===== config.mk =====
export PLATFORM = sky130hd
export DESIGN_NAME = display_timing_detector
export DESIGN_NICKNAME = d
export VERILOG_FILES = /design/src/rtl/display_timing_detector.sv
export SDC_FILE = /design/constraint.sdc
export NUM_CORES = 1
export LEC_CHECK = 0
export ABC_AREA = 1
export BUFFER_PORTS_ARGS = -buffer_cell sky130_fd_sc_hd__buf_2
export CORE_ASPECT_RATIO = 1.2
export CORE_MARGIN = 2
export CORE_UTILIZATION = 59
export DETAILED_ROUTE_END_ITERATION = 10
export PLACE_DENSITY_LB_ADDON = 0.15
export SYNTH_ARGS = -nofsm -noshare
export SYNTH_HDL_FRONTEND = slang
export SYNTH_SLANG_ARGS = --single-unit

===== constraint.sdc =====
create_clock -name i_pixclk -period 3.4 [get_ports i_pixclk]
set_clock_uncertainty 0.1 [all_clocks]
set_input_delay 0.68 -clock i_pixclk [delete_from_list [all_inputs] [get_ports i_pixclk]]
set_output_delay 0.68 -clock i_pixclk [all_outputs]
set_load 0.03 [all_outputs]

===== src/rtl/display_timing_detector.sv =====
// Receive-side video timing detector: measures line/frame geometry of an incoming
// hsync/vsync/de stream and recovers x/y coordinates aligned with the 2-cycle delayed stream.
module display_timing_detector #(
    parameter bit H_POL = 1'b0,
    parameter bit V_POL = 1'b0,
    parameter int CW    = 16
) (
    input  logic          i_pixclk,
    input  logic          i_rst_n,
    input  logic          i_hs,
    input  logic          i_vs,
    input  logic          i_de,
    output logic          o_hs,
    output logic          o_vs,
    output logic          o_de,
    output logic [CW-1:0] o_x,
    output logic [CW-1:0] o_y,
    output logic          o_frame,
    output logic [CW-1:0] o_h_total,
    output logic [CW-1:0] o_h_res,
    output logic [CW-1:0] o_v_total,
    output logic [CW-1:0] o_v_res,
    output logic          o_locked
);

    logic          hs_r, vs_r, de_r, s1_vld;
    logic          hs_act_d, vs_act_d;
    logic [CW-1:0] hcnt, decnt, lcnt, acnt, ycnt;
    logic          primed, seen_h, mm, lost, y_done;

    logic          hs_act, vs_act, h_edge, v_edge, sat, meas_hold, line_act, h_mm, frame_ok;
    logic          de_rise, de_fall;
    logic [CW-1:0] h_len, lcnt_n, acnt_n, x_nxt, y_nxt;

    always_comb begin
        hs_act    = (hs_r == H_POL);
        vs_act    = (vs_r == V_POL);
        // s1_vld masks the bogus edge the reset value of the stage-1 flops would create
        h_edge    = s1_vld && hs_act && !hs_act_d;
        v_edge    = s1_vld && vs_act && !vs_act_d;
        sat       = &hcnt;
        meas_hold = lost || sat;
        h_len     = sat ? hcnt : hcnt + CW'(1);
        line_act  = |decnt;
        h_mm      = h_edge && (meas_hold || (h_len != o_h_total) ||
                               (line_act && (decnt != o_h_res)));
        lcnt_n    = lcnt + CW'(h_edge);
        acnt_n    = acnt + CW'(h_edge && line_act);
        frame_ok  = primed && !mm && !h_mm && !lost &&
                    (lcnt_n == o_v_total) && (acnt_n == o_v_res);
        de_rise   = de_r && !o_de;
        de_fall   = !de_r && o_de;

        x_nxt = o_x;
        if (de_rise) begin
            x_nxt = '0;
        end else if (de_r) begin
            x_nxt = o_x + CW'(1);
        end

        y_nxt = ycnt;
        if (v_edge) begin
            y_nxt = '0;
        end else if (de_fall && !y_done) begin
            y_nxt = ycnt + CW'(1);
        end
    end

    always_ff @(posedge i_pixclk or negedge i_rst_n) begin
        if (!i_rst_n) begin
            hs_r      <= 1'b0;
            vs_r      <= 1'b0;
            de_r      <= 1'b0;
            s1_vld    <= 1'b0;
            hs_act_d  <= 1'b0;
            vs_act_d  <= 1'b0;
            hcnt      <= '0;
            decnt     <= '0;
            lcnt      <= '0;
            acnt      <= '0;
            ycnt      <= '0;
            primed    <= 1'b0;
            seen_h    <= 1'b0;
            mm        <= 1'b0;
            lost      <= 1'b0;
            y_done    <= 1'b0;
            o_hs      <= 1'b0;
            o_vs      <= 1'b0;
            o_de      <= 1'b0;
            o_x       <= '0;
            o_y       <= '0;
            o_frame   <= 1'b0;
            o_h_total <= '0;
            o_h_res   <= '0;
            o_v_total <= '0;
            o_v_res   <= '0;
            o_locked  <= 1'b0;
        end else begin
            hs_r     <= i_hs;
            vs_r     <= i_vs;
            de_r     <= i_de;
            s1_vld   <= 1'b1;
            hs_act_d <= hs_act;
            vs_act_d <= vs_act;

            if (h_edge) begin
                hcnt <= '0;
            end else if (!sat) begin
                hcnt <= hcnt + CW'(1);
            end

            if (h_edge) begin
                decnt <= CW'(de_r);
            end else if (!(&decnt)) begin
                decnt <= decnt + CW'(de_r);
            end

            if (sat) begin
                lost <= 1'b1;
            end
            if (h_edge) begin
                lost   <= 1'b0;
                seen_h <= 1'b1;
                lcnt   <= lcnt_n;
                acnt   <= acnt_n;
                if (!meas_hold) begin
                    o_h_total <= h_len;
                    if (line_act) begin
                        o_h_res <= decnt;
                    end
                end
            end

            // Simultaneous edges: the line above is already folded into lcnt_n/acnt_n
            if (v_edge) begin
                lcnt <= '0;
                acnt <= '0;
                mm   <= 1'b0;
                if (!meas_hold) begin
                    o_v_total <= lcnt_n;
                    o_v_res   <= acnt_n;
                end
                if (seen_h || h_edge) begin
                    primed <= 1'b1;
                end
            end else if (h_mm) begin
                mm <= 1'b1;
            end

            if (sat) begin
                o_locked <= 1'b0;
            end else if (v_edge) begin
                o_locked <= frame_ok;
            end else if (h_mm) begin
                o_locked <= 1'b0;
            end

            if (h_edge) begin
                y_done <= 1'b0;
            end else if (de_fall) begin
                y_done <= 1'b1;
            end
            ycnt <= y_nxt;

            o_hs    <= hs_r;
            o_vs    <= vs_r;
            o_de    <= de_r;
            o_x     <= x_nxt;
            o_y     <= y_nxt;
            o_frame <= de_r && (x_nxt == '0) && (y_nxt == '0);
        end
    end

endmodule


Word-level counts from Yosys, hierarchy flattened
Cells that the tools add are included.

operators by class
  bitwise gates (word level) = 3
  muxes and demuxes = 21
  add/subtract/negate cells = 6
  equal/unequal tests = 5
  reduce and logical (&&, ||, !) cells = 43

operator list
  kind                                           count
  two-way mux 16 bit                             12
  adder 16 x 1 -> 16 bit                         3
  adder 16 x 1 -> 16 bit, second input constant  3
  equality test 16 bit                           2
  zero test 16 bit                               2
  != test 16 bit                                 2
  AND reduction 16 bit                           2
  logical AND 1 bit                              17
  OR reduction 16 bit                            1
  two-way mux 1 bit                              9
  zero test 1 bit                                8
  nonzero test 2 bit                             4
  AND reduction 2 bit                            3
  logical OR 1 bit                               4
  NOT 1 bit                                      3
  AND reduction 3 bit                            1
  nonzero test 3 bit                             1
  != test 2 bit, second input constant           1

word-level totals
  word-level logic and storage cells = 104
  flip-flop bits (word level) = 176
  input port bits = 5

Depth between registers and ports, before layout
  depth in word-level cells = 13
  depth in mapped cells = 21
  depth with buffers taken out = 21

Worst setup path before layout
No wires, ideal clock.

  kind = flip-flop to flip-flop
  from = reg hs_r
  to = reg o_locked
  setup slack = 758 ps
  setup time = 71 ps
  buffers on the path = 1
  stages on the path, launching flop included = 18
  clock period less this slack = 2642 ps
  arrival = 2470 ps
  required time = 3229 ps
  path through = dfrtp_1 > nor3_2 > clkbuf_1 > ha_1 > nand3_1 > inv_1 > nand3_1 > o21ai_0 > nand2_1 > nand2_1 > nand2_1 > nor2_1 > nand3_1 > nor2_1 > nand3_1 > nand2_1 > inv_1 > nor2_1

between the ends
  cells in the longest elaborated chain, start to end = 11
  elaborated cells between the ends (all ways) = 17
  those cells by class = add/sub (2); eq/ne (2); mux (2); bitwise (1); reduce/logical (10)

RTL lines
  element                                                                         RTL line  source
  from (decl)                                                                     26        logic hs_r, vs_r, de_r, s1_vld;
  from (signal assigned)                                                          99        hs_r <= i_hs;
  NOT 1 bit (*)                                                                   36        hs_act = (hs_r == H_POL);
  logical AND 1 bit (*) (2 in a row)                                              39        h_edge = s1_vld && hs_act && !hs_act_d;
  parallel branches: the longest is 8 deep, another holds adder 16 x 1 -> 16 bit  n/a
  to (signal assigned)                                                            153       o_locked <= frame_ok;
  to (decl)                                                                       23        output logic o_locked

Every way passes the cells marked *.
A chain may end at the register's enable or synchronous reset.

Final worst setup path
Same ends and word-level chain as after synthesis.

==> metrics list <==
- The core region is 0.0161 sq mm.
* Sw Pwr: 1.70 mW
* Number of core rows: 51
- Compared with the post-synthesis result, the final layout area differs by 14.8%.
- After clock tree synthesis, the setup repair step added 0 buffers.
- Excluding fillers, the count of instances in the completed layout stands at 1658.
* Post-layout min period: 3.03 ns
- In this run the tool buffered the top-level ports with between 100 and 150 buffer cells.
- The final layout contains routed wiring with a total length of ~24000 um.
- The path class of the tightest hold or removal check is in2async.
- Number of synthesized register bits: 176
* EDFF count, synth: 0
- Fraction of the yosys area taken by sequential cells: 0.460
- In this design, the stage delay of the slowest critical-path cell is 0.40 ns.
* Post_cts resized: 0
* Number of antenna violations at the first check in global routing: 0
- DP Area: 0.0104 sq mm
* Grt ovf: 0
- FF-to-FF End: o_locked$_DFFE_PN0P_
- Hold is met by 0.154 ns.
- Of the post-synthesis cell area, the part taken by muxes is 0.
- In the final routed layout, each cell accounts on average for 14.2 um.
- Detailed-route vias per instance: 5.39
- The cell area that synthesis handed to floorplanning was 0.00958 sq mm.
- Count of vias placed by the detailed router: 8929
- Period utilization: 0.890
* Clock root buffer master: sky130_fd_sc_hd__clkbuf_16
- Maximum fanout encountered on the critical timing path: 24
* Worst setup EP type: flip-flop
- Counting the buffers created by CTS gives 17.
- Placed insts: roughly 1.6k
- Of the total power, the share spent switching nets is 0.313.
- Ant diodes: 0
* Number of cell instances on the worst register-to-register path: 17
* Largest family of logic cells by synthesized area: simple AND/OR/NAND/NOR gates
* Post-synthesis share of cell area spent on xor and xnor gates: 0.0192
- For the pin with the worst max-slew slack, the measured transition is 0.690 ns.
- At the worst endpoint, the required time is 3.67 ns.
- Total of hold buffers inserted after clock tree synthesis: 0
* Clock net sink count: ~180
* Final setup margin: between 0.3 and 0.4 ns
- Effective utilization at floorplan: 0.596
- Post-synth ARST share: 1.00
- In this run the worst setup path begins at hs_r$_DFF_PN0_.
- Final setup violation count: 0
* Net Count, Synth: 1336
* Post-synthesis share of cell area spent on and, or, nand and nor gates: 0.319
- Final Slew Violations: 0
- 106 I/O pins were placed.
* Synth Warn #: 0
- Critical Path Slowest Stage Cell: sky130_fd_sc_hd__dfrtp_1
- GRT Util Overall: 0.281
- The share of total power dissipated in the clock network is 0.374.
* Post-placement setup slack: around 0.36 ns
- End point of the critical path: o_locked$_DFFE_PN0P_
- The HPWL after detailed placement is approximately 17000 um.
- Among cell families on the critical path, the largest total delay comes from simple AND/OR/NAND/NOR gates.
- For this design the ratio of total power to cell area is 493 mW/mm^2.
* Outcome: completed
- Clk Latency, worst-skew pair: 0.44 ns
- The synthesized-area fraction occupied by ao, oa, aoi and oai cells came to 0.0990.
* Wire length of the first global-routing pass: around 39000 um
- Derived from the worst setup path, the maximum achievable clock frequency is 331 MHz.
- DRC violations left: 0
- CTS built an H-tree with a depth of 4.
- Share of cells above drive strength 1: 0.129
- Die Footprint: 0.0173 sq mm
- The number of global-route vias before repair came to 8337.
- Internal power comes to 3.73 mW.
* Net total in the final layout: 1447
* Category of the worst setup path launch point: flip-flop
- The share of total power dissipated in sequential elements is 0.441.
- After synthesis, the mean cell area works out to 7.24 sq um.
* Maximum clock insertion buffer count: 2
- Reg-to-reg critical path startpoint: hs_r$_DFF_PN0_
- TritonCTS built the clock tree.
* Worst-case headroom to the max-slew limit: 0.539
- LEAKAGE: ~5.7 nW
- After clock tree synthesis, the clock-pin slew on the worst setup and hold paths is approximately 0.07 ns.
- Cells along the critical path: nor3_2 -> buf_4 -> ha_1 -> nand3_1 -> inv_1 -> nand3_1 -> o21ai_0 -> nand2_1 -> nand2_1 -> nand2_1 -> nor2_1 -> nand3_1 -> nor2_1 -> nand3_1 -> nand2_1 -> inv_1 -> nor2_1
* Kind of critical path: reg2reg
- Counting every instance in the synthesized netlist gives 1322.
* Commonest register cell after synthesis: sky130_fd_sc_hd__dfrtp_1
* Number of distinct standard cells referenced by the synthesized netlist: 42
- Setup TNS: 0 ns
- The share of total power dissipated in combinational logic is 0.185.
- The pre-antenna-repair detailed-routing pass consisted of 5 iterations.
- GP Congestion: between 0.9 and 1
- Number of design-rule violations left by the first detailed-router iteration: 789
- Final hold vios: 0
- Measured along the y axis, the die boundary spans 144 um.
- Entering global routing, the biggest net connects 71 pins.
- STA puts the critical path data arrival time at 3.30 ns.
- Counting both buffers and inverters, the worst setup path holds a total of 3.
- Final core utilization: 0.684
* Total stage count of the critical path: 17
* Largest vdd supply drop: 0.432 mV
- Setup repair after global routing left no endpoint under its margin.
- Post-route ant nets: 0
- Of the total synthesized cell area, the portion taken by full adders, half adders and majority gates is 0.0118.
- Die width: 120 um
- Reported max-cap violation count: 0
* Overall Power: 5.42 mW
- With fillers left out, the area of the finished cells amounts to 0.0110 sq mm.
- Setup slack on the worst reg-to-reg path comes out at 0.37 ns.
cell usage after synthesis, drive strengths merged (9+ instances only):
master / n / area [sq um]
a21oi: 29 / 145
clkbuf: 20 / 75.1
dfrtp: 176 / 4400
ha: 9 / 113
inv: 199 / 747
nand2: 398 / 1510
nand3: 97 / 490
nand4: 28 / 175
nor2: 139 / 562
nor3: 28 / 150
o21ai: 102 / 510
o22ai: 28 / 175
xor2: 13 / 114
worst min-delay path by stage:
stage,start,to,slack [ns]
after floorplan,i_rst_n,acnt[0]$_DFFE_PN0P_,0.28
after global placement,hs_r$_DFF_PN0_,o_hs$_DFF_PN0_,0.30
after detailed placement,vs_r$_DFF_PN0_,o_vs$_DFF_PN0_,0.31
after CTS,i_rst_n,o_h_res[7]$_DFFE_PN0P_,0.17
after global routing,i_rst_n,o_h_res[8]$_DFFE_PN0P_,0.21
final,i_rst_n,o_h_res[8]$_DFFE_PN0P_,0.15
final cells by class:
cell class / instances / area, sq um
clock buffer: 19 / 443
clock inverter: 13 / 161
fill: 1389 / 5090
inverter: 199 / 747
multi-input combinational: 919 / 4310
sequential: 176 / 4400
tap: 212 / 265
timing repair buffer: 120 / 657
worst reg2reg max path, delay by kind of cell, from the launching register on:
family	cells	cell delay [ns]
AOI/OAI and AO/OA	1	0.24
adders and majority gates	1	0.25
buffers and inverters	3	0.61
DFF	1	0.40
and+or+nand+nor	12	1.34
metal layers:
layer  GRT usage  share of wire  vias to the layer above
li1            -              -                     4443
met1       0.358           0.44                     4188
met2       0.473           0.49                      255
met3      0.0516          0.047                       43
met4       0.120          0.025                        0
met5           0              0                        -
sequential cells by signal (all words and copies together) (netlist names), 16 cells and up:
register	flops
hcnt	16
o_x	16
decnt	16
acnt	16
o_h_total	16
ycnt	16
o_v_total	16
o_v_res	16
o_h_res	16
lcnt	16
power groups by stage:
stage	clock network (mW)	registers [mW]	logic (mW)
2_1_floorplan	0	2.55	0.535
3_3_place_gp	0	2.42	0.979
3_5_place_dp	0	2.43	0.994
4_1_cts	2.05	2.39	1.01
5_1_grt	2.13	2.41	1.12
6_report	2.03	2.39	1.01
cell usage in the layout, fill, tap and decap left out, types with 9 or more instances in the layout:
cell	n
sky130_fd_sc_hd__o21ai_0	94
sky130_fd_sc_hd__nor3_1	26
sky130_fd_sc_hd__buf_4	14
sky130_fd_sc_hd__clkbuf_16	17
sky130_fd_sc_hd__nand2_1	392
sky130_fd_sc_hd__nor2_1	129
sky130_fd_sc_hd__xor2_1	13
sky130_fd_sc_hd__o22ai_1	28
sky130_fd_sc_hd__a21oi_1	29
sky130_fd_sc_hd__buf_2	104
sky130_fd_sc_hd__nand3_1	96
sky130_fd_sc_hd__dfrtp_1	176
sky130_fd_sc_hd__inv_1	191
sky130_fd_sc_hd__nand4_1	28
sky130_fd_sc_hd__ha_1	9
cells by family after synthesis:
logic type,after synthesis
and+or+nand+nor,714
buffers and inverters,227
DFF,176
AOI/OAI and AO/OA,174
xor gates and xnor gates,21
adders and majority gates,9
other,1
Power figures use the tool's default switching activity.
